<file path="src/rtl/music_pkg.sv">
// Shared types and constants for the music device sequencer blocks.
package music_pkg;

   localparam int NOTE_REST  = 0;
   localparam int DEF_NOTE_W = 4;
   localparam int DEF_OCT_W  = 2;

   typedef enum logic [1:0] {
      ST_IDLE,
      ST_REC,
      ST_PLAY
   } seq_state_e;

   typedef struct packed {
      logic [DEF_OCT_W-1:0]  octave;
      logic [DEF_NOTE_W-1:0] note;
   } note_entry_t;

endpackage

</file>
<file path="src/rtl/note_sequencer_step_timer.sv">
// step_timer: free-running 0..TICKS-1 counter with synchronous clear and a
// terminal-count flag that is valid while enabled on the last tick.
module step_timer #(
   parameter int  TICKS = 4,
   localparam int CW    = $clog2(TICKS)
) (
   input  logic clk,
   input  logic reset,
   input  logic clr,
   input  logic en,
   output logic tc
);

   logic [CW-1:0] count;

   assign tc = en && (count == CW'(TICKS - 1));

   always_ff @(posedge clk or posedge reset) begin
      if (reset)
         count <= '0;
      else if (clr || tc)
         count <= '0;
      else if (en)
         count <= count + CW'(1);
   end

endmodule

</file>
<file path="src/rtl/note_sequencer.sv">
// note_sequencer: records {octave, note} entries and plays them back at a fixed
// step rate. Define NOTE_SEQUENCER_TRANSPOSE_EN to add a saturating octave transpose.
module note_sequencer
   import music_pkg::*;
#(
   parameter int  DEPTH      = 16,
   parameter int  NOTE_W     = 4,
   parameter int  OCT_W      = 2,
   parameter int  STEP_TICKS = 12500000,
   localparam int AW         = $clog2(DEPTH)
) (
   input  logic              clk,
   input  logic              reset,
   input  logic              rec_start,
   input  logic              play_start,
   input  logic              stop,
   input  logic              loop_en,
   input  logic              note_in_valid,
   input  logic [NOTE_W-1:0] note_in,
   input  logic [OCT_W-1:0]  octave_in,
`ifdef NOTE_SEQUENCER_TRANSPOSE_EN
   input  logic signed [OCT_W:0] transpose,
`endif
   output logic [NOTE_W-1:0] note_out,
   output logic [OCT_W-1:0]  octave_out,
   output logic              note_active,
   output logic              step_stb,
   output logic [AW-1:0]     play_idx,
   output logic [AW:0]       seq_len,
   output logic              recording,
   output logic              playing,
   output logic              full
);

   typedef struct packed {
      logic [OCT_W-1:0]  octave;
      logic [NOTE_W-1:0] note;
   } entry_t;

   entry_t           mem [DEPTH];
   seq_state_e       state;
   logic [AW-1:0]    wr_ptr;
   logic             prime;
   logic             tc;
   logic             last;
   logic             wr_en;
   logic [AW-1:0]    next_idx;
   entry_t           next_e;
   logic [OCT_W-1:0] next_oct;

   assign recording = (state == ST_REC);
   assign playing   = (state == ST_PLAY);
   assign full      = (seq_len == (AW+1)'(DEPTH));
   assign last      = ({1'b0, play_idx} == seq_len - (AW+1)'(1));
   // prime marks the first presentation after entering PLAY, which always shows entry 0
   assign next_idx  = (prime || last) ? '0 : play_idx + AW'(1);
   assign next_e    = mem[next_idx];
   assign wr_en     = recording && note_in_valid && !stop && !rec_start;

`ifdef NOTE_SEQUENCER_TRANSPOSE_EN
   logic signed [OCT_W+1:0] oct_sum;
   assign oct_sum = $signed({2'b00, next_e.octave}) + $signed({transpose[OCT_W], transpose});
   always_comb begin
      next_oct = oct_sum[OCT_W-1:0];
      if (oct_sum[OCT_W+1])
         next_oct = '0;
      else if (oct_sum[OCT_W])
         next_oct = '1;
   end
`else
   assign next_oct = next_e.octave;
`endif

   step_timer #(.TICKS(STEP_TICKS)) u_step_timer (
      .clk   (clk),
      .reset (reset),
      .clr   (!playing),
      .en    (playing && !prime),
      .tc    (tc)
   );

   always_ff @(posedge clk) begin
      if (wr_en)
         mem[wr_ptr] <= {octave_in, note_in};
   end

   always_ff @(posedge clk or posedge reset) begin
      if (reset) begin
         state       <= ST_IDLE;
         seq_len     <= '0;
         wr_ptr      <= '0;
         play_idx    <= '0;
         prime       <= 1'b0;
         note_out    <= '0;
         octave_out  <= '0;
         note_active <= 1'b0;
         step_stb    <= 1'b0;
      end else begin
         step_stb <= 1'b0;
         case (state)
            ST_IDLE: begin
               if (stop) begin
                  state <= ST_IDLE;
               end else if (rec_start) begin
                  state   <= ST_REC;
                  seq_len <= '0;
                  wr_ptr  <= '0;
               end else if (play_start && seq_len != '0) begin
                  state    <= ST_PLAY;
                  play_idx <= '0;
                  prime    <= 1'b1;
               end
            end
            ST_REC: begin
               if (stop) begin
                  state <= ST_IDLE;
               end else if (rec_start) begin
                  seq_len <= '0;
                  wr_ptr  <= '0;
               end else if (note_in_valid) begin
                  wr_ptr  <= wr_ptr + AW'(1);
                  seq_len <= seq_len + (AW+1)'(1);
                  if (seq_len == (AW+1)'(DEPTH - 1))
                     state <= ST_IDLE;
               end
            end
            ST_PLAY: begin
               if (stop || rec_start || (tc && last && !loop_en)) begin
                  state       <= (rec_start && !stop) ? ST_REC : ST_IDLE;
                  play_idx    <= '0;
                  prime       <= 1'b0;
                  note_out    <= NOTE_W'(NOTE_REST);
                  octave_out  <= '0;
                  note_active <= 1'b0;
                  if (rec_start && !stop) begin
                     seq_len <= '0;
                     wr_ptr  <= '0;
                  end
               end else if (prime || tc) begin
                  prime       <= 1'b0;
                  play_idx    <= next_idx;
                  note_out    <= next_e.note;
                  octave_out  <= next_oct;
                  note_active <= 1'b1;
                  step_stb    <= 1'b1;
               end
            end
            default: state <= ST_IDLE;
         endcase
      end
   end

endmodule

</file>
<file path="config.mk">
export PLATFORM = sky130hd
export DESIGN_NAME = note_sequencer
export DESIGN_NICKNAME = d
export VERILOG_FILES = /design/src/rtl/music_pkg.sv /design/src/rtl/note_sequencer_step_timer.sv /design/src/rtl/note_sequencer.sv
export SDC_FILE = /design/constraint.sdc
export NUM_CORES = 1
export LEC_CHECK = 0
export CAP_MARGIN = 20
export CORE_UTILIZATION = 60
export CTS_CLUSTER_DIAMETER = 100
export CTS_CLUSTER_SIZE = 16
export DETAILED_ROUTE_END_ITERATION = 8
export PLACE_DENSITY = 0.85
export SYNTH_ARGS = -nofsm -noshare
export SYNTH_HDL_FRONTEND = slang
export SYNTH_SLANG_ARGS = --single-unit
</file>
<file path="constraint.sdc">
create_clock -name clk -period 3.72 [get_ports clk]
set_clock_uncertainty 0.2 [all_clocks]
set_input_delay 0.744 -clock clk [delete_from_list [all_inputs] [get_ports clk]]
set_output_delay 0.744 -clock clk [all_outputs]
set_load 0.005 [all_outputs]
</file>
=== After elaboration in Yosys (flattened, before gate mapping) ===
Memories as Yosys holds them, arrays and structs flattened.
Index checks and enable logic that the tools add are counted.

* Output and inout bits: 20
* Logic and storage cells: 116
* Memories: 1
* RAM bits: 96
* Bits of input ports: 13
* Register bits: 48

* Multiplexer cells: 52
* Add/subtract/negate cells: 5
* Reductions and logical operators: 29
* Equal/unequal tests: 19

{| class="wikitable"
|+ Memory list
! name !! depth !! width !! read ports !! clocked after Yosys merged registers in !! write ports !! RTL line !! RTL
|-
| mem || 16 || 6 || 1 || 0 || 1 || note_sequencer.sv:40 || <nowiki>entry_t mem [DEPTH];</nowiki>
|}

{| class="wikitable"
|+ Operators with widths
! cell !! number
|-
| two-way mux 4 bit || 15
|-
| two-way mux 24 bit || 2
|-
| two-way mux 5 bit || 7
|-
| adder 24 x 1 -> 24 bit (second input constant) || 1
|-
| == test 24 bit (second input constant) || 1
|-
| two-way mux 2 bit || 10
|-
| one-hot mux 5 bit (3 select lines) || 1
|-
| two-way mux 1 bit || 13
|-
| one-hot mux 4 bit (3 select lines) || 1
|-
| != test 2 bit (second input constant) || 5
|-
| AND reduction 5 bit || 2
|-
| logical AND 1 bit || 9
|-
| != test 3 bit (second input constant) || 3
|-
| adder 4 x 1 -> 4 bit (second input constant) || 2
|-
| one-hot mux 4 bit (2 select lines) || 1
|-
| AND reduction 7 bit || 1
|-
| one-hot mux 2 bit (3 select lines) || 1
|-
| nonzero test 2 bit || 3
|-
| adder 5 x 1 -> 5 bit (second input constant) || 1
|-
| == test 4 x 5 -> 1 bit || 1
|-
| == test 5 x 4 -> 1 bit (second input constant) || 1
|-
| == test 5 bit (second input constant) || 1
|-
| logical NOT 1 bit || 5
|-
| logical OR 1 bit || 5
|-
| other kinds (12) || 13
|}

=== Logic depth before layout (Yosys ltp) ===
* Depth in word-level cells: 8
* Mapped depth: 10
* Gate-level depth less buffers: 9

=== Cells and area by module ===
From an unflattened synthesis, not the netlist that was laid out.

* Cell total of the unflattened synthesis: 537
* Area total of the unflattened synthesis: 6685.2 um2

{| class="wikitable"
|+ By module, submodules not included
! module !! area an instance (um2) !! cells each !! instances !! sequential area each (um2)
|-
| note_sequencer || 5390.2 || 401 || 1 || 3483.3
|-
| step_timer || 1295.0 || 136 || 1 || 600.6
|}

=== Least setup slack after synthesis ===
OpenSTA, ideal clock, no wires.

* Path type: input port to flip-flop
* Start: input rec_start
* End: memory mem[0][0] (netlist bit) (enable)
* Path buffers: 2
* Setup time: 386 ps
* Required time: 3134 ps
* Arrival time: 2275 ps
* Slack: 859 ps
* Cell stages on the path: 6
* Cell sequence: clkbuf_1 a21oi_1 a211o_1 nand2b_1 clkbuf_1 nor4_1

* Cells in the longest elaborated chain, start to end: 4

{| class="wikitable"
|+ RTL lines
! item !! RTL line !! RTL
|-
| start, declared || note_sequencer.sv:14 || <nowiki>input logic rec_start,</nowiki>
|-
| logical NOT 1 bit || note_sequencer.sv:58 || <nowiki>assign wr_en = recording && note_in_valid && !stop && !rec_start;</nowiki>
|-
| logical AND 1 bit || note_sequencer.sv:58 ||
|-
| two-way mux 1 bit || note_sequencer.sv:83 || <nowiki>if (wr_en)</nowiki>
|-
| two-way mux 1 bit (not written as such) || note_sequencer.sv:84 || <nowiki>mem[wr_ptr] <= {octave_in, note_in};</nowiki>
|-
| end, declared || note_sequencer.sv:40 ||
|}

No other way between the ends.

=== Final worst setup path ===
* Start: register seq_len[0]
* End: register octave_out[0]

* Cells in the longest elaborated chain, start to end: 7
* Elaborated cells between the ends (all ways): 12
* Those cells by class: 1 x add/sub; 1 x eq/ne; 3 x mux; 6 x reduce/logical; 1 x memory

{| class="wikitable"
|+ RTL lines
! item !! RTL line !! RTL
|-
| start, declared || note_sequencer.sv:29 || <nowiki>output logic [AW:0] seq_len,</nowiki>
|-
| start signal, assigned || note_sequencer.sv:122 || <nowiki>seq_len <= seq_len + (AW+1)'(1);</nowiki>
|-
| subtractor 5 x 1 -> 5 bit * || note_sequencer.sv:54 || <nowiki>assign last = ({1'b0, play_idx} == seq_len - (AW+1)'(1));</nowiki>
|-
| == test 4 x 5 -> 1 bit * || note_sequencer.sv:54 ||
|-
| logical OR 1 bit or logical AND 1 bit (tied branches) || note_sequencer.sv:56, note_sequencer.sv:128 ||
|-
| two-way mux 4 bit or logical AND 1 bit (tied branches) || note_sequencer.sv:56, note_sequencer.sv:128 ||
|-
| memory read (16 x 6 bit) or logical OR 1 bit (tied branches) || -- ||
|-
| two-way mux 2 bit or nonzero test 2 bit (tied branches) || -- ||
|-
| two-way mux 2 bit or AND reduction 2 bit (tied branches) || -- ||
|-
| end signal, assigned || note_sequencer.sv:143 || <nowiki>octave_out <= next_oct;</nowiki>
|-
| end, declared || note_sequencer.sv:25 || <nowiki>output logic [OCT_W-1:0] octave_out,</nowiki>
|}

Mark *: on every way between the ends. The rest lies on a longest branch, timed or not. The select of a mux whose other input is x is not followed.
A chain may end at the register's enable or synchronous reset.

==> impl_metrics.ini <==
[cts]
htree_levels = 4
clock-sinks = 144
numCtsBuffers = 17
clkSlewWorstSetupHoldPaths_ns = 0.07
clock_latency_ns = 0.54
ctsHoldBuffers = 0
clock_path_buffers = 2
cts_tree = done
cts_resized = 0
root_buffer = clkbuf_8
postCtsSetupBuffers = 0

[global_routing]
grt_overflow = 0
grt_pass1_vias = 4780
grtUsageTotal = 0.302
grt_start_max_net_pins = 49
grt_first_pass_wirelength_mm = 25.3
antenna_found_initial = 0

[setup_path]
crit_type = flop to flop
arrival_ns = 3.39
r2r_end = octave_out[0]
crit_fanout = 10
reg2reg_setup_slack_ns = 0.55
cp.required_ns = 3.93
rr_worst_depth = 10
critPathCaptureType = flop
reg2reg_from = seq_len[0]
startpoint_type = flop

[timing]
slew_violations = 0
slew_headroom = 0.464
period_share = 0.853
hold_viol_final = 0
fmax_mhz = 315
period_needed_ns = 3.17
worst_pin_slew_ns = 0.803
setup_viol = 0
hold_slack_ns = 0.225
rsz0062_at_grt = false
fin_tns_setup_ns = 0

[drt]
routedWlPerCell_um = 21.8
num_vias = 4784
drtIter0Drc = 658
vias_per_cell = 6.48
ant_nets = 0
drc = 0
dr.pass1.iters = 5
wirelength_mm = 16.1

[power]
total_leakage_power_nw = 2.75
p_comb_frac = 0.081
power_frac_clock = 0.449
power_switching_uw = 871
seq_power_share = 0.470
p_per_area_nw_per_um2 = 485
intPower_mw = 2.83
vdd_drop_max_uv = 453
swShare = 0.235

[final_layout]
nNetsFinal = 612
n_antenna_cell = 0
final_layout_size_suffix_gt1_frac = 0.0947
fin_area_um2 = 7640
postLayoutCoreUtil = 0.730
area_delta_synth_final_pct = 16.0

[flow_run]
cap_violations = 0

[yosys]
async_flop_share = 0.333
synth_top_area_share = 0.438
yosys-top-cells-area = edfxtp_1 (44%), dfrtp_1 (18%), nand2_1 (3.1%)
synth_ff_type = edfxtp_1
yosysWarningCount = 0
yosys.area.top_type = edfxtp_1
syn_avg_cell_area_um2 = 11.9
ys_seq_elements = 144
ys_seq_area_frac = 0.620
synth_edf_count = 96
synthCells = 553
yosysUniqueCellTypes = 55
syn_nets = 575
syn-cell-area_um2 = 6590

[place]
finalWeightedCongestion = 0.881
post-dp-hpwl_mm = 10.4
io_buffers = 32
dpl-instance-area_um2 = 7060

[floorplanning]
start_util = 0.630
rows = 37
num_io_pins = 33
dieArea_um2 = 11400
coreArea_um2 = 10500
die_h_um = 107
die_w_um = 107

[run_status]
status = complete, no violations

[worst_hold_path]
min_path_type = primary input to async pin
-- how the worst max path moves through the flow --
stage                         end  cells after the start  slack (ns)  startpoint
floorplan               mem[0][0]                      6        0.86   rec_start
global placement        mem[3][1]                      7        0.49   rec_start
detailed placement      mem[3][1]                      7        0.34   rec_start
CTS                 octave_out[0]                     10        0.53  seq_len[0]
global route        octave_out[0]                     10        0.28  seq_len[0]
finish              octave_out[0]                     10        0.55  seq_len[0]
-- layout make-up --
cell class                      instances  area, um^2
Fill cell                             681        2820
Timing Repair Buffer                   47         445
Multi-Input combinational cell        364        2320
Clock inverter                         12         143
Clock buffer                           19         422
Sequential cell                       144        4080
Tap cell                              136         170
Inverter                               16        60.1
-- power groups by stage --
stage                     combinational, mW  sequential [mW]  clock, mW
after floorplan                       0.176             1.77          0
after global placement                0.278             1.77          0
after detailed placement              0.289             1.77          0
after CTS                             0.295             1.74       1.66
after global routing                  0.324             1.74       1.72
final                                 0.301             1.74       1.66
-- synthesized netlist by cell type, types with 5 or more instances --
cell / instances
ha_1: 9
a32oi_1: 8
and3_1: 10
clkbuf_1: 21
o21ai_0: 26
a21oi_1: 22
a221oi_1: 5
xnor2_1: 11
dfrtp_1: 48
edfxtp_1: 96
xor2_1: 18
mux2i_1: 12
mux2_2: 6
nor2_1: 53
nor3_1: 17
a21o_1: 6
nand4_1: 10
nand3_1: 28
nor4_1: 9
inv_1: 16
and2_1: 9
nand2_1: 54
-- sequential cells by signal, indices dropped and copies added, names as in the netlist --
register,count
prime,1
step_stb,1
note_active,1
seq_len,5
mem,96
octave_out,2
play_idx,4
state,2
note_out,4
u_step_timer.count,24
wr_ptr,4
-- through the flow --
| stage | cells | setup slack, ns | total power, mW |
|---|---|---|---|
| 3_5_place_dp | 706 | 0.345 | 2.06 |
| 2_1_floorplan | 553 | 0.859 | 1.94 |
| 3_3_place_gp | 706 | 0.495 | 2.05 |
| 4_1_cts | 737 | 0.529 | 3.69 |
| 6_report | 738 | 0.545 | 3.70 |
| 5_1_grt | 738 | 0.281 | 3.78 |
-- logic make-up after synthesis --
logic type | count (synthesis) | share of synthesized area
AOI/OAI and AO/OA | 94 | 0.100
xor gates and xnor gates | 30 | 0.0422
adders and majority gates | 9 | 0.0171
buffers and inverters | 45 | 0.0283
DFF | 144 | 0.620
muxes | 18 | 0.0285
and+or+nand+nor | 213 | 0.164
-- per-layer routing --
| metal | GRT usage | vias to the layer above | wire length (um) | part of all wire |
|---|---|---|---|---|
| li1 | - | 2122 | - | - |
| met5 | 0 | - | 0 | 0 |
| met3 | 0.0650 | 39 | 1350 | 0.084 |
| met4 | 0.127 | 0 | 404 | 0.025 |
| met1 | 0.392 | 2340 | 6240 | 0.39 |
| met2 | 0.496 | 283 | 8110 | 0.50 |
-- placed cells by master (no fill, tap or decap), types with 5 or more instances in the layout --
cell type	count
a21o_1	6
a21oi_1	22
a221oi_1	5
a32oi_1	8
and2_1	9
and3_1	10
buf_4	14
clkbuf_16	16
clkdlybuf4s50_1	32
dfrtp_1	48
edfxtp_1	96
ha_1	9
inv_1	15
mux2_2	6
mux2i_1	12
nand2_1	54
nand3_1	28
nand4_1	10
nor2_1	53
nor3_1	17
nor4_1	9
o21ai_0	26
xnor2_1	11
xor2_1	18
-- worst max-delay path, stage by stage (launching register included) --
cell and delay [ns]:
dfrtp_1 0.49, inv_1 0.09, ha_1 0.33, xnor2_1 0.14, nor3_2 0.37, nand3_1 0.42
nor3_1 0.44, nor3_1 0.09, buf_4 0.17, a31oi_1 0.20, nand3_1 0.10
No activity file was read; power rests on OpenSTA's default activity.
